### config.mk
export PLATFORM = sky130hd
export DESIGN_NAME = regbank_wr_arb_flat
export DESIGN_NICKNAME = d
export VERILOG_FILES = /design/src/rtl/regbank_wr_arb_if.sv /design/src/rtl/regbank_wr_arb.sv /design/src/flat_wrapper.sv
export SDC_FILE = /design/constraint.sdc
export NUM_CORES = 1
export LEC_CHECK = 0
export BUFFER_PORTS_ARGS = -buffer_cell sky130_fd_sc_hd__buf_2
export CAP_MARGIN = 40
export CORE_MARGIN = 2
export CORE_UTILIZATION = 43
export DETAILED_ROUTE_END_ITERATION = 10
export MAX_ROUTING_LAYER = met4
export PLACE_DENSITY = 0.82
export SYNTH_ARGS = -nofsm -noshare
export SYNTH_HDL_FRONTEND = slang
export SYNTH_SLANG_ARGS = --single-unit
### constraint.sdc
create_clock -name clk -period 1.5 [get_ports clk]
set_clock_uncertainty 0.05 [all_clocks]
set_input_delay 0.15 -clock clk [delete_from_list [all_inputs] [get_ports clk]]
set_output_delay 0.15 -clock clk [all_outputs]
set_load 0.1 [all_outputs]
### src/rtl/regbank_wr_arb_if.sv
// Requester and bank-side signals of the register bank write arbiter.
// The slave modport is the arbiter's view; master is the requester/bank environment.
interface regbank_wr_arb_if #(
    parameter int unsigned NREG = 4
);
    logic            req0;
    logic            req1;
    logic [1:0]      addr0;
    logic [1:0]      addr1;
    logic [3:0]      data0;
    logic [3:0]      data1;
    logic            gnt0;
    logic            gnt1;
    logic            err;
    logic [3:0]      reg_in;
    logic [NREG-1:0] reg_load;
    logic            busy;

    modport master (
        output req0, req1, addr0, addr1, data0, data1,
        input  gnt0, gnt1, err, reg_in, reg_load, busy
    );

    modport slave (
        input  req0, req1, addr0, addr1, data0, data1,
        output gnt0, gnt1, err, reg_in, reg_load, busy
    );
endinterface

### src/rtl/regbank_wr_arb.sv
// Round-robin write arbiter for two requesters driving a bank of 4-bit registers:
// data is presented for one capture cycle, then a one-hot load pulse commits it.
module regbank_wr_arb #(
    parameter int unsigned NREG = 4
) (
    input  logic             clk,
    input  logic             reset,
    regbank_wr_arb_if.slave  bus
);
    localparam int unsigned AW = 2;
    localparam int unsigned DW = 4;

    typedef enum logic [1:0] {
        IDLE    = 2'd0,
        CAPTURE = 2'd1,
        COMMIT  = 2'd2
    } state_t;

    state_t          state_q, state_d;
    logic            cur_q, cur_d;
    logic            last_q, last_d;
    logic [AW-1:0]   addr_q, addr_d;
    logic [DW-1:0]   reg_in_q, reg_in_d;
    logic [NREG-1:0] load_q, load_d;
    logic            gnt0_q, gnt0_d;
    logic            gnt1_q, gnt1_d;
    logic            err_q, err_d;
    logic            busy_q, busy_d;

    logic            pick_c;
    logic            other_req_c;
    logic            sel_c;
    logic [AW-1:0]   sel_addr_c;
    logic [DW-1:0]   sel_data_c;
    logic            addr_ok_c;
    logic [NREG-1:0] addr_dec_c;

    // Arbitration: a lone request wins; on a tie the requester not served last wins.
    always_comb begin
        pick_c      = (bus.req0 && bus.req1) ? ~last_q : bus.req1;
        other_req_c = cur_q ? bus.req0 : bus.req1;
        sel_c       = (state_q == COMMIT) ? ~cur_q : pick_c;
        sel_addr_c  = sel_c ? bus.addr1 : bus.addr0;
        sel_data_c  = sel_c ? bus.data1 : bus.data0;
    end

    // Address check and one-hot decode of the latched target register.
    always_comb begin
        addr_ok_c  = {1'b0, addr_q} < 3'(NREG);
        addr_dec_c = '0;
        for (int unsigned i = 0; i < NREG; i++) begin
            addr_dec_c[i] = (addr_q == AW'(i));
        end
    end

    always_ff @(posedge clk or negedge reset) begin
        if (!reset) begin
            state_q  <= IDLE;
            cur_q    <= 1'b0;
            last_q   <= 1'b1;
            addr_q   <= '0;
            reg_in_q <= '0;
            load_q   <= '0;
            gnt0_q   <= 1'b0;
            gnt1_q   <= 1'b0;
            err_q    <= 1'b0;
            busy_q   <= 1'b0;
        end else begin
            state_q  <= state_d;
            cur_q    <= cur_d;
            last_q   <= last_d;
            addr_q   <= addr_d;
            reg_in_q <= reg_in_d;
            load_q   <= load_d;
            gnt0_q   <= gnt0_d;
            gnt1_q   <= gnt1_d;
            err_q    <= err_d;
            busy_q   <= busy_d;
        end
    end

    // Next state; pulse outputs are computed one edge early so they are registered in COMMIT.
    always_comb begin
        state_d  = state_q;
        cur_d    = cur_q;
        last_d   = last_q;
        addr_d   = addr_q;
        reg_in_d = reg_in_q;
        load_d   = '0;
        gnt0_d   = 1'b0;
        gnt1_d   = 1'b0;
        err_d    = 1'b0;

        unique case (state_q)
            IDLE: begin
                if (bus.req0 || bus.req1) begin
                    cur_d    = sel_c;
                    addr_d   = sel_addr_c;
                    reg_in_d = sel_data_c;
                    state_d  = CAPTURE;
                end
            end
            CAPTURE: begin
                load_d  = addr_ok_c ? addr_dec_c : '0;
                err_d   = ~addr_ok_c;
                gnt0_d  = ~cur_q;
                gnt1_d  = cur_q;
                state_d = COMMIT;
            end
            COMMIT: begin
                // The winner's own req is still the old request here, so only the other side is looked at.
                last_d = cur_q;
                if (other_req_c) begin
                    cur_d    = sel_c;
                    addr_d   = sel_addr_c;
                    reg_in_d = sel_data_c;
                    state_d  = CAPTURE;
                end else begin
                    state_d  = IDLE;
                end
            end
            default: begin
                state_d = IDLE;
            end
        endcase

        busy_d = (state_d != IDLE);
    end

    assign bus.gnt0     = gnt0_q;
    assign bus.gnt1     = gnt1_q;
    assign bus.err      = err_q;
    assign bus.reg_in   = reg_in_q;
    assign bus.reg_load = load_q;
    assign bus.busy     = busy_q;

endmodule

### src/flat_wrapper.sv
// flat-port wrapper written by rule: the top's interface ports become plain ports
module regbank_wr_arb_flat 
#(
    parameter int unsigned NREG = 4
)
  (clk, reset, bus_req0, bus_req1, bus_addr0, bus_addr1, bus_data0, bus_data1, bus_gnt0, bus_gnt1, bus_err, bus_reg_in, bus_reg_load, bus_busy);
  regbank_wr_arb_if #(.NREG(NREG)) bus_i ();
  input  logic clk;
  input  logic reset;
  input wire logic [$bits(bus_i.req0)-1:0] bus_req0;
  input wire logic [$bits(bus_i.req1)-1:0] bus_req1;
  input wire logic [$bits(bus_i.addr0)-1:0] bus_addr0;
  input wire logic [$bits(bus_i.addr1)-1:0] bus_addr1;
  input wire logic [$bits(bus_i.data0)-1:0] bus_data0;
  input wire logic [$bits(bus_i.data1)-1:0] bus_data1;
  output wire logic [$bits(bus_i.gnt0)-1:0] bus_gnt0;
  output wire logic [$bits(bus_i.gnt1)-1:0] bus_gnt1;
  output wire logic [$bits(bus_i.err)-1:0] bus_err;
  output wire logic [$bits(bus_i.reg_in)-1:0] bus_reg_in;
  output wire logic [$bits(bus_i.reg_load)-1:0] bus_reg_load;
  output wire logic [$bits(bus_i.busy)-1:0] bus_busy;
  assign bus_i.req0 = bus_req0;
  assign bus_i.req1 = bus_req1;
  assign bus_i.addr0 = bus_addr0;
  assign bus_i.addr1 = bus_addr1;
  assign bus_i.data0 = bus_data0;
  assign bus_i.data1 = bus_data1;
  assign bus_gnt0 = bus_i.gnt0;
  assign bus_gnt1 = bus_i.gnt1;
  assign bus_err = bus_i.err;
  assign bus_reg_in = bus_i.reg_in;
  assign bus_reg_load = bus_i.reg_load;
  assign bus_busy = bus_i.busy;
  regbank_wr_arb #(.NREG(NREG)) u_core (.clk(clk), .reset(reset), .bus(bus_i));
endmodule
# Word level (Yosys, flattened, before mapping)

Cells that the tools add are included.

Eq/ne operators: 7
Muxes and demuxes: 20
Bitwise operators: 2
Reductions and logical operators: 7

Operators with widths:

| kind                                                   | number |
|---|---|
| 2-to-1 mux 4 bit                                       | 4 |
| 2-to-1 mux 1 bit                                       | 8 |
| 2-to-1 mux 2 bit                                       | 4 |
| one-hot mux 4 bit (2 select lines)                     | 1 |
| equality test 2 bit (second input constant)            | 3 |
| one-hot mux 2 bit (3 select lines)                     | 1 |
| equality test 2 x 1 -> 1 bit (second input constant)   | 2 |
| zero test 2 bit                                        | 2 |
| inequality test 2 x 1 -> 1 bit (second input constant) | 2 |
| one-hot mux 2 bit (2 select lines)                     | 1 |
| nonzero test 2 bit                                     | 2 |
| AND reduction 3 bit                                    | 1 |
| NOT 1 bit                                              | 2 |
| one-hot mux 1 bit (2 select lines)                     | 1 |
| logical AND 1 bit                                      | 1 |
| logical OR 1 bit                                       | 1 |

Bits in registers: 17
Input port bits: 16
Output and inout bits: 12

# Longest topological paths before layout

Depth after elaboration: 6
Mapped depth: 6

# Worst setup path after synthesis

OpenSTA, ideal clock, no wires.

Path kind: register to register
Start: register u_core.state_q[0]
End: register u_core.addr_q[0]
Library setup time: 0.129 ns
Data arrival time: 1.341 ns
Data required time: 1.321 ns
Slack: -0.019 ns
Cell stages (with the launch flop): 7
Path buffers: 2
Path through: dfrtp_1 -> nand2b_1 -> buf_2 -> and3_1 -> clkbuf_2 -> a221oi_1 -> a21oi_1

Word-level cells in the longest chain between the ends: 5
Elaborated cells between the ends (all ways): 11

RTL lines:

| what                                | RTL line                                    | text |
|---|---|---|
| from (decl)                         | regbank_wr_arb.sv:19                        | `state_t state_q, state_d;` |
| from (signal assigned)              | regbank_wr_arb.sv:69                        | `state_q <= state_d;` |
| equality test 2 bit                 | regbank_wr_arb.sv:42, regbank_wr_arb.sv:94  |  |
| 2-to-1 mux 1 bit                    | regbank_wr_arb.sv:42                        | `sel_c = (state_q == COMMIT) ? ~cur_q : pick_c;` |
| 2-to-1 mux 2 bit                    | regbank_wr_arb.sv:43                        | `sel_addr_c = sel_c ? bus.addr1 : bus.addr0;` |
| 2-to-1 mux 2 bit (on tied branches) | regbank_wr_arb.sv:113, regbank_wr_arb.sv:96 |  |
| one-hot mux 2 bit (2 select lines)  | regbank_wr_arb.sv:94                        | `unique case (state_q)` |
| to (signal assigned)                | regbank_wr_arb.sv:72                        | `addr_q <= addr_d;` |
| to (decl)                           | regbank_wr_arb.sv:22                        | `logic [AW-1:0] addr_q, addr_d;` |

Parallel ways exist; a longest one is shown, timed or not. The select of a mux whose other input is x is not followed.
A chain may end at the register's enable or synchronous reset.

# Worst setup path in the final report

Start: register u_core.last_q
End: register u_core.reg_in_q[1], in the netlist u_core.bus.reg_in[1]

Word-level cells in the longest chain between the ends: 6
Elaborated cells between the ends (all ways): 7

RTL lines:

| what                                   | RTL line                                    | text |
|---|---|---|
| from (decl)                            | regbank_wr_arb.sv:21                        | `logic last_q, last_d;` |
| from (signal assigned)                 | regbank_wr_arb.sv:71                        | `last_q <= last_d;` |
| NOT 1 bit (*)                          | regbank_wr_arb.sv:40                        | `pick_c = (bus.req0 && bus.req1) ? ~last_q : bus.req1;` |
| 2-to-1 mux 1 bit (*)                   | regbank_wr_arb.sv:40                        |  |
| 2-to-1 mux 1 bit (*)                   | regbank_wr_arb.sv:42                        |  |
| 2-to-1 mux 4 bit (*)                   | regbank_wr_arb.sv:44                        | `sel_data_c = sel_c ? bus.data1 : bus.data0;` |
| 2-to-1 mux 4 bit (on tied branches)    | regbank_wr_arb.sv:113, regbank_wr_arb.sv:96 |  |
| one-hot mux 4 bit (2 select lines) (*) | regbank_wr_arb.sv:94                        |  |
| to (signal assigned)                   | regbank_wr_arb.sv:73                        | `reg_in_q <= reg_in_d;` |
| to (decl)                              | regbank_wr_arb.sv:23                        | `logic [DW-1:0] reg_in_q, reg_in_d;` |

Mark *: on every way between the ends. The rest lies on a longest branch, timed or not. The select of a mux whose other input is x is not followed.

==> metrics <==
first-pass GRT wire length=2442 um; WL/cell=12.08 um; met2 GRT Util=26.85%; pre-CTS setup slack=-2.957 ps; max incr delay on CP=540 ps; status=complete, no violations; Sink Count=17; synth unique cells=23; Hold Vio Cnt, Final=0; setup TNS=0 ps; count of final setup violators=0; Post-synth ARST share=100.0%; core footprint=0.001745 mm^2; RSZ-0062 raised after global routing=no; pin count of the biggest net entering global routing=18; slowest CP cell=dfstp_2; layout cells sized above 1=39.62%; Total Wirelength=1583 um; Synth area leaders=dfrtp_1 (50%), nor2_1 (8.0%), mux2i_1 (7.5%); Worst-Skew Late Latency=290 ps; critical-path cell list=nand2_1, and3_4, a221oi_1, a21oi_1; data required time of the worst path=1630 ps; initial antenna violation count=0; # diodes=0; Clk pin slew, worst setup/hold paths=100 ps; CP Max Fanout=7; deepest clock path buffer count=2; GR Layer Usage met1=20.24%; Starting Density=45.88%; RePlAce Congestion=0.8194; count of nets after finishing=123; Total Routing Usage GR=17.12%; First-pass DRT Iterations=4; final worst setup slack=96.49 ps; Synth Net Count=92; area leader, netlist=dfrtp_1; Post-DRT Antenna Nets=0; Max Slew Vio Count=0; share of the synthesized area in the top cell type=50.00%; fmax=0.7125 GHz; max_cap viols=0; # IOs=28; clk root buf=clkbuf_4; Vias/cell=5.176; Die W=47.16 um; count of flip-flops with a built-in enable after synthesis=0; hold crit path type=in -> reg; met3 Track Usage GR=3.462%; Tcrit/Tclk final=93.57%; minimum clock period=1404 ps; top-count cell post-synth=nor2_1; Syn Area/Cell=10.54 um^2; busiest layer in global routing=met2; synth-to-layout area growth=28.12%; Ys Warns=0; clock buffer count from CTS=3; DRC violations left=0; vias in the first global route=575; flops & latches, synth=17; Setup Crit Path Kind=reg -> reg; CTS tree=yes; Critical Path AT=1540 ps; Die Span Y=47.16 um; H-tree depth=1; Post-DP HPWL=1119 um; Final Hold Slack=121.0 ps; Gate Count Post-Synth=76; vias=678; most common library cells after synthesis=nor2_1 (17), dfrtp_1 (16), a21oi_1 (7); Overflow after GRT=0; Die Area=0.002224 mm^2; crit end category=register; Iter 0 DRT Violations=13; mapped cell area=800.8 um^2; most used flip-flop cell after synthesis=dfrtp_1; Rows=15; share of the yosys chip area belonging to registers=53.28%; I/O Buffers=26; Startpoint Class=register
==> placed cells by master (no fill, tap or decap), drive strengths merged <==
master and n:
clkinv 1, dfstp 1, mux2 1, nand2b 2, or2 1, inv 2, conb 1, a21boi 1
nor3b 2, and3 2, a221oi 6, nor2 17, a21bo 1, dlygate4sd3 1, buf 30, nand2 2
clkbuf 3, and2 1, nor3 1, dfrtp 16, a21oi 7, mux2i 6, a211oi 1
==> kinds of logic after synthesis <==
kind of cell           after synthesis  synth area share [%]
AND/OR/NAND/NOR                     28                 16.09
flip-flops                          17                 53.28
AO/OA/AOI/OAI                       16                 16.09
multiplexers                         7                 8.906
buffers and inverters                7                 5.156
other                                1                0.4683
==> state kept, by name (all words and copies together), names as in the netlist <==
register / cells
u_core.addr_q: 2
u_core.bus.busy: 1
u_core.bus.gnt0: 1
u_core.bus.gnt1: 1
u_core.bus.reg_in: 4
u_core.bus.reg_load: 4
u_core.cur_q: 1
u_core.last_q: 1
u_core.state_q: 2
==> metrics by stage <==
stage	area [um^2]	cells	util [%]
after floorplan	800.8	76	-
after global placement	970.9	126	55.63
after detailed placement	970.9	126	55.63
after CTS	1016	131	58.21
after global routing	1026	131	58.78
final	1026	131	58.78
==> final timing paths <==
check	start	endpoint	slack (ps)	cells past startpoint
max in group asynchronous	reset	u_core.last_q	830	2
hold / removal	bus_addr1[0]	u_core.addr_q[0]	120	3
hold reg to reg	u_core.addr_q[1]	u_core.bus.reg_load[1]	440	1
min in group asynchronous	reset	u_core.bus.reg_load[0]	250	2
setup / recovery	u_core.last_q	u_core.bus.reg_in[1]	100	4
setup reg to reg	u_core.last_q	u_core.bus.reg_in[1]	100	4
==> worst max-delay path: cells and delay by family, from the launching register on <==
kind | cells | cell delay [ps]
simple gates | 2 | 300
flops | 1 | 540
compound gates | 2 | 400
==> layer usage <==
metal  vias to the layer above  part of all wire, %
met2                        35                   48
met1                       318                   43
met3                         4                  6.8
met5                         -                    0
li1                        321                    -
met4                         0                  1.9
==> cell type report <==
class,count,area [um^2]
tap,25,31.28
sequential,17,426.7
fill,163,719.4
clock buffer,3,22.52
multi-input combinational,52,350.3
inverter,2,7.507
timing repair buffer,31,182.7
clock inverter,1,5.005
==> timing repair <==
| action | CTS | global route |
|---|---|---|
| hold buffers | 1 | 0 |
| gates resized for setup | 2 | 2 |
| endpoints found under the setup margin | 2 | 5 |
| hold endpoints to repair | 16 | 0 |
| setup buffers | 0 | 0 |
Power is left out: the tool's default activity adds up to more than one toggle a clock period on the data nets, which glitch-free logic cannot reach.
